<file path="src/rtl/alu_pkg.sv">
// Shared types and constants for the MIPS32 execute-stage ALU.
// The operation codes map one-to-one onto aluControl.
package alu_pkg;

  localparam int ALU_WIDTH = 32;

  typedef enum logic [2:0] {
    ALU_AND  = 3'b000,
    ALU_OR   = 3'b001,
    ALU_ADD  = 3'b010,
    ALU_RSVD = 3'b011,
    ALU_ANDN = 3'b100,
    ALU_ORN  = 3'b101,
    ALU_SUB  = 3'b110,
    ALU_SLT  = 3'b111
  } alu_op_e;

endpackage

</file>
<file path="src/rtl/alu_addsub.sv">
// Shared adder for ADD, SUB and SLT: computes a + (b ^ {sub}) + sub.
// Overflow uses the post-inversion operand so one rule covers both directions.
module alu_addsub #(
  parameter int WIDTH = 32
) (
  input  logic [WIDTH-1:0] a_i,
  input  logic [WIDTH-1:0] b_i,
  input  logic             sub_i,
  output logic [WIDTH-1:0] sum_o,
  output logic             carry_o,
  output logic             overflow_o
);

  logic [WIDTH-1:0] b_eff;

  assign b_eff = b_i ^ {WIDTH{sub_i}};
  assign {carry_o, sum_o} = {1'b0, a_i} + {1'b0, b_eff} + (WIDTH+1)'(sub_i);
  assign overflow_o = (a_i[WIDTH-1] == b_eff[WIDTH-1]) &&
                      (sum_o[WIDTH-1] != a_i[WIDTH-1]);

endmodule

</file>
<file path="src/rtl/alu.sv">
// Combinational MIPS32 ALU with zero detect, plus a sticky signed-overflow
// status bit that is cleared only by the asynchronous reset.
module alu
  import alu_pkg::*;
#(
  parameter int WIDTH = ALU_WIDTH
) (
  input  logic             clk,
  input  logic             rst_n,
  input  logic [WIDTH-1:0] srcA,
  input  logic [WIDTH-1:0] srcB,
  input  logic [2:0]       aluControl,
  output logic [WIDTH-1:0] aluResult,
  output logic             zeroFlag,
  output logic             overflow,
  output logic             carryOut,
  output logic             ovfSticky
);

  alu_op_e          op;
  logic [WIDTH-1:0] sum;
  logic             add_carry;
  logic             add_ovf;
  logic [WIDTH-1:0] result_d;
  logic             ovf_d;
  logic             carry_d;
  logic             ovf_sticky_q;
  logic             ovf_sticky_d;

  assign op = alu_op_e'(aluControl);

  // aluControl[2] selects subtraction for SUB and SLT; other ops ignore the adder.
  alu_addsub #(.WIDTH(WIDTH)) u_addsub (
    .a_i        (srcA),
    .b_i        (srcB),
    .sub_i      (aluControl[2]),
    .sum_o      (sum),
    .carry_o    (add_carry),
    .overflow_o (add_ovf)
  );

  always_comb begin
    result_d = '0;
    ovf_d    = 1'b0;
    carry_d  = 1'b0;
    case (op)
      ALU_AND:  result_d = srcA & srcB;
      ALU_OR:   result_d = srcA | srcB;
      ALU_ANDN: result_d = srcA & ~srcB;
      ALU_ORN:  result_d = srcA | ~srcB;
      ALU_ADD, ALU_SUB: begin
        result_d = sum;
        ovf_d    = add_ovf;
        carry_d  = add_carry;
      end
      // Sign of the difference corrected by overflow gives a true signed compare.
      ALU_SLT:  result_d = {{(WIDTH-1){1'b0}}, sum[WIDTH-1] ^ add_ovf};
      default:  result_d = '0;
    endcase
  end

  assign aluResult = result_d;
  assign zeroFlag  = (result_d == '0);
  assign overflow  = ovf_d;
  assign carryOut  = carry_d;

  assign ovf_sticky_d = ovf_sticky_q | ovf_d;

  always_ff @(posedge clk or negedge rst_n) begin
    if (!rst_n) ovf_sticky_q <= 1'b0;
    else        ovf_sticky_q <= ovf_sticky_d;
  end

  assign ovfSticky = ovf_sticky_q;

endmodule

</file>
<file path="config.mk">
export PLATFORM = sky130hd
export DESIGN_NAME = alu
export DESIGN_NICKNAME = d
export VERILOG_FILES = /design/src/rtl/alu_pkg.sv /design/src/rtl/alu_addsub.sv /design/src/rtl/alu.sv
export SDC_FILE = /design/constraint.sdc
export NUM_CORES = 1
export LEC_CHECK = 0
export BUFFER_PORTS_ARGS = -buffer_cell sky130_fd_sc_hd__buf_2
export CORE_UTILIZATION = 48
export CTS_CLUSTER_SIZE = 25
export DETAILED_ROUTE_END_ITERATION = 10
export HOLD_SLACK_MARGIN = 0.1
export PLACE_DENSITY_LB_ADDON = 0.08
export SLEW_MARGIN = 20
export SYNTH_ARGS = -nofsm -noshare
export SYNTH_HDL_FRONTEND = slang
export SYNTH_SLANG_ARGS = --single-unit
</file>
<file path="constraint.sdc">
create_clock -name clk -period 3.9 [get_ports clk]
set_input_delay 0.195 -clock clk [delete_from_list [all_inputs] [get_ports clk]]
set_output_delay 0.195 -clock clk [all_outputs]
set_load 0.02 [all_outputs]
</file>
==> results of run 1 <==
## logic make-up after synthesis
group                    Yosys count  share of synthesized area [%]
flip-flops                         1                         0.7603
buffers and inverters             48                          8.669
adder cells (fa/ha/maj)           54                          19.16
multiplexers                       1                         0.3042
AND/OR/NAND/NOR                  151                          23.95
XOR/XNOR                          50                          13.31
AO/OA/AOI/OAI                    163                          33.84
## cells in the final DEF, fill, tap and decap left out, types with 4 or more instances in the layout
master,instances
nor2_1,25
nand2_1,38
xnor2_1,10
o211ai_1,7
ha_4,6
xor2_2,17
o31ai_1,4
o21a_1,7
o21ai_0,28
o21ai_1,5
maj3_1,21
nand3_1,13
buf_6,4
nor3_1,14
nand4_1,16
a21oi_2,10
ha_2,5
buf_2,102
buf_4,78
xor2_1,22
a21o_1,12
a31oi_1,5
or4_1,4
ha_1,21
a21oi_1,31
a22o_1,4
or3_1,5
o2111ai_1,4
inv_1,14
## Yosys cell counts (6+ instances only)
library cell / instances
nor2_1: 27
o21a_1: 7
a31oi_1: 6
nor3_1: 16
nand2_1: 41
maj3_1: 21
ha_1: 32
inv_1: 14
o21ai_0: 33
o211ai_1: 7
xor2_1: 40
a21oi_1: 41
nand4_1: 16
clkbuf_1: 13
a21o_1: 12
buf_6: 7
xnor2_1: 10
nand3_1: 13
## through the flow
step                setup slack [ns]  TNS (ns)  instance area (um^2)
detailed placement          -0.07904  -0.07904                  4304
global route                -0.06402  -0.06402                  4850
finish                       0.02861         0                  4850
CTS                       0.00006195         0                  4367
global placement             -0.1208   -0.1208                  4304
floorplan                   -0.01087  -0.01087                  3387
## critical path, delay by kind of cell
family	cells	cell delay [ns]
AND/OR/NAND/NOR	4	1.15
multiplexers	1	0.11
adder cells (fa/ha/maj)	1	0.38
buffers and inverters	3	0.45
AO/OA/AOI/OAI	5	1.37
## timing repair
item | in CTS | in global routing
buffers inserted | 3 | 6
hold buffers | 1 | 0
resized for setup | 6 | 76
cloned | 0 | 1
pin swaps | 3 | 23
endpoints found under the hold margin | 1 | 0
endpoints found under the setup margin | 1 | 1
## area by class of cell
cell class,count,share of cell area (%)
Timing Repair Buffer,189,25.49
Tap cell,77,1.987
Multi-Input combinational cell,419,70.92
Sequential cell,1,0.5160
Inverter,14,1.084
## routing by layer
layer  wire [um]  global-route usage, %
met1        5512                  44.89
met2        6577                  59.13
met3         938                  2.065
met4         402                  8.012
met5           0                      0
## report_power, final
group / total, mW / leakage, nW / internal, mW / switching [mW]
registers: 0.0126 / 0.00900 / 0.0120 / 0.000666
logic: 1.16 / 2.11 / 0.507 / 0.648
clock network: 0 / 0 / 0 / 0
## worst max-delay path by stage
stage / endpoint / cells past startpoint / startpoint / slack, ns
global route: zeroFlag / 16 / aluControl[2] / -0.06
CTS: zeroFlag / 14 / aluControl[2] / 0.00006
global placement: zeroFlag / 15 / aluControl[2] / -0.12
floorplan: zeroFlag / 16 / aluControl[2] / -0.01
detailed placement: zeroFlag / 15 / aluControl[2] / -0.08
finish: zeroFlag / 14 / aluControl[2] / 0.03
==> flow_summary.yaml, run 1 <==
pwr:
  p_per_area_mw_per_mm2: 240.9
  total_power_mw: 1.168
  vdd_drop_max_mv: 0.1374
  power.leakage_nw: 2.120
finish:
  layout.nets: 727
  instances_no_fill: 700
  nFillCells: 547
  postLayoutCoreUtil_pct: 74.67
  drive_above_1_share_pct: 43.02
  diodes: 0
  syn2layout_area_growth_pct: 47.38
  largest_reg_flops: 1
  ff_latch_area_um2: 25.02
  multiInputGateArea_mm2: 0.003440
critical_path:
  crit_path_top_delay_cell: "or4b_4"
  worstPathRequired_ns: 3.70
  start_kind: "primary input"
  r2r_cells: 1
  path_max_fanout: 4
  r2r-start: "ovfSticky"
  worstPathArrival_ns: 3.68
  crit_type: "in2out"
  crit_top_cell: "buf_4"
  endpoint_kind: "output pin"
  worstPathCellList: "buf_4 > buf_6 > mux2i_2 > fa_2 > and2b_2 > o2111ai_4 > a2111o_1 > a211oi_2 > nor2_2 > o2111a_1 > a221o_1 > or4b_4 > nor4_4 > buf_4"
  worst_r2r_endpoint: "ovfSticky"
  cp_slowest_stage_delay_ns: 0.53
  reg2reg_setup_slack_ns: 3.13
logic_synthesis:
  synth_top_area_cell: "ha_1"
  syn_nets: 570
  syn_avg_cell_area_um2: 7.031
  syn_inst: 468
  syn_area_mm2: 0.003291
  ys_seq_area_share_pct: 0.7605
  synthArstFlopShare_pct: 100.0
  ys.flop_type: "dfrtp_1"
  ys_warn_count: 0
  ys_seq_elements: 1
  synth.top_cell.area_share_pct: 12.17
  yosys.cell_types.count: 75
  synth-edff-count: 0
  yosys-top-cells-area: "ha_1, xor2_1, maj3_1, a21oi_1, o21ai_0"
grt:
  overflow: 0
  grt_max_degree: 25
  antenna_found_initial: 0
  grt_pass1_vias: 4152
  grt_usage_pct: 33.66
  grt_first_pass_wirelength_um: 19960
run_status:
  violations: "design-rule violations"
  outcome: "complete, but fails checks"
floorplanning:
  placementRows: 29
  start_util_pct: 50.66
  die_w_um: 84.80
  dieHeight_um: 84.80
  fp.coreArea_mm2: 0.006495
  die_area_mm2: 0.007191
  io-pin-count: 105
timing:
  fin_crit_sh_pct: 99.27
  slew_headroom_pct: 59.63
  hold_viol_final: 0
  hold_ws_ns: 0.4624
  worstMarginPinSlew_ns: 0.6037
  period_minus_slack_ns: 3.871
  max_freq_mhz: 258.3
  final_max_slew_viol_count: 0
  setup_viol: 0
  final.setup_skew_ns: 0
placement:
  gp_congestion: 1.026
  dpl.hpwl_um: 9984
  io_buffers: 104
  dp.cells: 689
detailed_routing:
  drc: 10
  wl_per_cell_um: 19.19
  wl_um: 13430
  antenna_left: 0
  vias: 4469
  drt_iter0_drc: 285
  firstDrtPassIters: 9
  viasPerCell: 6.384
min_path:
  worstHoldStart: "ovfSticky"
  hold_class: "reg2reg"
  hold_end: "ovfSticky"
  worstHoldPathCells: 1
cts:
  cts.reportedPaths.clkPinSlew_ns: 0
  clk_latency_ns: 0
run:
  maxCapViolCount: 0
Note: power is estimated with default switching activity, not from simulation.
==> inputs of run 2 (changes only) <==
- GPL_TIMING_DRIVEN: default -> 0
- RECOVER_POWER: default -> 50
==> flow_summary.yaml, run 2 (synthesis results as in run 1) <==
run_status:
  outcome: "complete, but fails checks"
  violations: "design-rule violations, negative setup slack"
critical_path:
  worstPathCellList: "clkbuf_16 > buf_12 > buf_12 > buf_12 > xor2_2 > ha_1 > buf_6 > a21oi_2 > o22ai_4 > or4_4 > and2_1 > o21a_1 > xor2_1 > o2bb2ai_2 > or4b_4 > nor4_4 > buf_4"
  r2r-start: "ovfSticky"
  endpoint_kind: "output pin"
  startpoint: "aluControl[2]"
  cp_slowest_stage_delay_ns: 0.54
  worst-path-stages: 17
  start_kind: "primary input"
  cp-endpoint: "zeroFlag"
  worstPathRequired_ns: 3.70
  reg2reg_setup_slack_ns: 3.13
  crit_type: "in2out"
  crit_family: "simple AND/OR/NAND/NOR gates"
  crit_top_cell: "buf_12"
  r2r_cells: 1
  worst_r2r_endpoint: "ovfSticky"
  critPathBufInv: 6
  worstPathArrival_ns: 3.88
  crit_path_top_delay_cell: "or4_4"
  path_max_fanout: 8
pwr:
  clkPwrFrac_pct: 0
  p_switching_mw: 0.6058
  vdd_drop_max_mv: 0.1453
  p_per_area_mw_per_mm2: 230.4
  power.leakage_nw: 1.920
  comb_power_share_pct: 98.8
  power_frac_seq_pct: 1.2
  internal_power_mw: 0.4207
  switching_share_pct: 59.01
timing:
  final.setup_skew_ns: 0
  grt_setup_unrepaired: "true"
  worstMarginPinSlew_ns: 0.7908
  fin_crit_sh_pct: 104.5
  fin_tns_setup_ns: -0.1742
  max_freq_mhz: 245.4
  setup_viol: 1
  slew_headroom_pct: 47.28
  setup_slack_ns: -0.1742
  period_minus_slack_ns: 4.074
  hold_viol_final: 0
  final_max_slew_viol_count: 0
detailed_routing:
  dr_wl_met2_um: 5944
  drc: 10
  routed.top_layer: "met4"
  viasPerCell: 6.447
  routed-wl-met3_um: 880
  drt_iter0_drc: 317
  firstDrtPassIters: 8
  vias: 4268
  wl_met1_um: 5699
  antenna_left: 0
  wl_per_cell_um: 19.70
  wl_um: 13040
placement:
  dpl.hpwl_um: 9953
  gp_congestion: 0.9630
  dp.cells: 647
  io_buffers: 102
  placed_cell_area_mm2: 0.003994
floorplanning:
  fp.coreArea_mm2: 0.006495
  placementRows: 29
  start_util_pct: 50.66
  io-pin-count: 105
  die_w_um: 84.80
  dieHeight_um: 84.80
  die_area_mm2: 0.007191
grt:
  antenna_found_initial: 0
  grt_max_degree: 11
  grt_usage_pct: 35.18
  overflow: 0
  grt_pass1_vias: 3999
  grt_first_pass_wirelength_um: 20070
finish:
  layout.nets: 689
  nFillCells: 599
  largest_reg_flops: 1
  syn2layout_area_growth_pct: 35.40
  postLayoutCoreUtil_pct: 68.60
  diodes: 0
  final_common_cell: "buf_2"
  drive_above_1_share_pct: 32.99
  mostFrequentLayoutCells: "buf_2, nand2_1, xor2_1"
  instances_no_fill: 662
  stdcell_area_mm2: 0.004456
run:
  maxCapViolCount: 0
min_path:
  hold_class: "reg2reg"
cts:
  clk_latency_ns: 0
  cts.reportedPaths.clkPinSlew_ns: 0
run 2: power by group through the flow:
stage	logic (mW)	clock network, mW	registers, mW
2_1_floorplan	0.648	0	0.0143
3_3_place_gp	0.886	0	0.0125
3_5_place_dp	0.894	0	0.0126
4_1_cts	0.974	0	0.0126
5_1_grt	1.09	0	0.0128
6_report	1.01	0	0.0127
run 2: repair_timing:
item | in CTS | in global routing
hold buffers | 1 | 0
buffers inserted | 15 | 0
pin swaps | 16 | 2
gates cloned | 2 | 0
gates resized for setup | 43 | 12
endpoints found under the setup margin | 2 | 1
endpoints found under the hold margin | 1 | 0
run 2: worst min-delay path by stage:
stage / start / endpoint / depth (start not counted)
global placement: rst_n / ovfSticky / 1
detailed placement: rst_n / ovfSticky / 1
global route: ovfSticky / ovfSticky / 1
CTS: ovfSticky / ovfSticky / 1
finish: ovfSticky / ovfSticky / 1
floorplan: rst_n / ovfSticky / 0
run 2: layout make-up:
type / instances / area (um^2) / area share [%]
Buffer: 31 / 314.1 / 7.049
Tap cell: 77 / 96.34 / 2.162
Inverter: 14 / 52.55 / 1.179
Multi-Input combinational cell: 419 / 3273 / 73.46
Sequential cell: 1 / 25.02 / 0.5616
Timing Repair Buffer: 120 / 694.4 / 15.59
run 2: per-stage QoR:
stage / setup WS [ns] / total power [mW] / hold WS [ns]
2_1_floorplan: -0.01087 / 0.6628 / -0.1006
3_3_place_gp: -0.5453 / 0.8981 / -0.03079
3_5_place_dp: -0.5895 / 0.9064 / -0.02948
4_1_cts: -0.09520 / 0.9867 / 0.4582
5_1_grt: -0.2596 / 1.099 / 0.4725
6_report: -0.1742 / 1.027 / 0.4633
run 2: metal layers:
metal,GRT usage (%),up-vias
met2,61.05,218
met4,11.71,0
met3,1.377,40
met1,46.76,1993
met5,0,-
li1,-,2017
==> inputs of run 3 (changes only) <==
- CAP_MARGIN: default -> 20
- CELL_PAD_IN_SITES_DETAIL_PLACEMENT: default -> 1
- CELL_PAD_IN_SITES_GLOBAL_PLACEMENT: default -> 2
- CORE_UTILIZATION: 48 -> 26
- SYNTH_HIERARCHICAL: default -> 1
==> flow_summary.yaml, run 3 <==
run_status:
  outcome: "completed"
timing:
  setup_viol: 0
  period_minus_slack_ns: 3.853
  worstMarginPinSlew_ns: 0.8691
  fin_crit_sh_pct: 98.80
  hold_viol_final: 0
  max_freq_mhz: 259.5
  final.setup_skew_ns: 0
  slew_headroom_pct: 42.06
  grt_setup_unrepaired: "true"
  fin_tns_setup_ns: 0
  final_max_slew_viol_count: 0
grt:
  overflow: 0
  grt_first_pass_wirelength_um: 23920
  grtUsageMet1_pct: 33.79
  grt_usage_pct: 23.16
  use_met3_pct: 0.3605
  grt_busiest_layer: "met2"
  grt_max_degree: 11
  grt_pass1_vias: 4212
  antenna_found_initial: 1
  met2_usage_pct: 40.08
floorplanning:
  die_area_mm2: 0.01368
  io-pin-count: 105
  start_util_pct: 26.91
  placementRows: 41
  dieHeight_um: 117.0
  fp.coreArea_mm2: 0.01277
  die_w_um: 117.0
logic_synthesis:
  synth-xor-area-share_pct: 23.19
  synth_top_area_cell: "xor2_1"
  synthArstFlopShare_pct: 100.0
  synth_compound_area_share_pct: 35.38
  syn_avg_cell_area_um2: 6.986
  syn_nets: 593
  yosysMostFrequentCell: "xor2_1"
  ys_seq_area_share_pct: 0.7281
  ys_seq_elements: 1
  syn_inst: 492
  yosys.cell_types.count: 60
  muxShareOfSynthArea_pct: 0.2912
  synth.top_cell.area_share_pct: 19.11
  yosys-top-cells-area: "xor2_1, ha_1, a21oi_1, o21ai_0, nand2b_1"
  synthAdderAreaFrac_pct: 14.09
  yosys.area_share.simple_pct: 20.35
  synth-edff-count: 0
  synth_top_family_by_area: "compound AO/OA/AOI/OAI gates"
  synth.top_cells.by_count: "xor2_1, a21oi_1, o21ai_0"
  syn_area_mm2: 0.003437
  ys.flop_type: "dfrtp_1"
  ys_warn_count: 6
critical_path:
  worstPathArrival_ns: 3.66
  cp_slowest_stage_delay_ns: 0.38
  path_max_fanout: 6
  worstPathRequired_ns: 3.70
  endpoint_kind: "output pin"
  worstPathCellList: "buf_12 > buf_12 > xor2_2 > ha_1 > buf_6 > a21oi_4 > o21ai_4 > a2111oi_4 > a21oi_4 > a211o_1 > a31o_1 > a41o_1 > nand2b_1 > a22oi_2 > nor4_2 > nand4_1 > nor3_2 > buf_4"
  start_kind: "primary input"
  crit_path_top_delay_cell: "a211o_1"
  crit_type: "in2out"
finish:
  final_common_cell: "buf_2"
  drive_above_1_share_pct: 26.25
  multiInputGateArea_mm2: 0.003395
  postLayoutCoreUtil_pct: 35.08
  layout.nets: 705
  ff_latch_area_um2: 25.02
  nFillCells: 1616
  mostFrequentLayoutCells: "buf_2, xor2_1, a21oi_1"
  largest_reg_flops: 1
  syn2layout_area_growth_pct: 30.36
  instances_no_fill: 775
detailed_routing:
  viasPerCell: 5.347
  antenna_left: 0
  vias: 4144
  firstDrtPassIters: 4
  wl_per_cell_um: 20.39
  drt_iter0_drc: 180
  drc: 0
  wl_um: 15800
cts:
  clk_latency_ns: 0
  cts.reportedPaths.clkPinSlew_ns: 0
placement:
  dpl.hpwl_um: 12400
  io_buffers: 102
  gp_congestion: 0.8352
  dp.cells: 766
pwr:
  vdd_drop_max_mv: 0.06873
  p_per_area_mw_per_mm2: 233.8
  power.leakage_nw: 1.963
run:
  maxCapViolCount: 0
min_path:
  hold_class: "reg2reg"
[run 3: cell types whose count changed after synthesis, sizes merged, moves of 10 or more]
cell	change
xor2	+35
o21ai	+15
nand4	-10
a22oi	+22
nand2	-15
nand2b	+28
a21oi	+21
maj3	-14
nor3	-10
[run 3: layout make-up]
class	count	share of cell area, %
diodes	1	0.05585
plain buffers	27	4.719
inverters	11	0.9215
multi-input cells	452	75.76
flip-flops and latches	1	0.5585
well taps	172	4.803
repair buffers	111	13.18
[run 3: timing repair]
item                                    4_1_cts  5_1_grt
resized for setup                            24       31
endpoints found under the setup margin        7        1
endpoints found under the hold margin         1        0
hold buffers                                  1        0
gates cloned                                  0        1
pin swaps                                     5       21
setup buffers                                 2        5
[run 3: worst paths after layout]
kind	from	to	slack, ns	cells after the start
worst max-delay path	aluControl[2]	zeroFlag	0.05	18
worst min-delay path	ovfSticky	ovfSticky	0.46	1
worst max register to register	ovfSticky	ovfSticky	3.14	1
worst min register to register	ovfSticky	ovfSticky	0.46	1
max in group asynchronous	rst_n	ovfSticky	3.30	2
min in group asynchronous	rst_n	ovfSticky	0.52	2
[run 3: logic make-up after synthesis]
logic type      count (synthesis)
fa+ha+maj                      39
simple gates                  130
flops                           1
mux                             1
compound gates                191
buf+inv                        39
xor+xnor                       91
[run 3: where the power goes]
group	internal, mW	switching, mW	leakage, nW
clock network	0.0000000344	0	0.00000634
logic	0.412	0.624	1.95
registers	0.0115	0.000399	0.00891
[run 3: worst max-delay path, delay by kind of cell]
| kind | cells | cell delay [ns] |
|---|---|---|
| AO/OA/AOI/OAI | 8 | 1.65 |
| XOR/XNOR | 1 | 0.14 |
| buffers and inverters | 4 | 0.58 |
| AND/OR/NAND/NOR | 4 | 0.79 |
| adder cells (fa/ha/maj) | 1 | 0.30 |
[run 3: metal layers]
metal,up-vias,wire [um]
met5,-,0
met4,0,76
met3,8,520
met2,95,7528
met1,2015,7679
li1,2026,-
[run 3: metrics by stage]
stage                     worst slack, ns  cell area, um^2  hold slack (ns)  total power [mW]
final                             0.04663             4481           0.4552             1.047
after global routing              -0.1128             4481           0.4902             1.151
after CTS                         0.01592             4283           0.4564             1.001
after detailed placement          -0.8646             4164         -0.02788            0.9686
after global placement            -0.8490             4164         -0.02960            0.9599
after floorplan                   0.09078             3438          -0.1006            0.6830
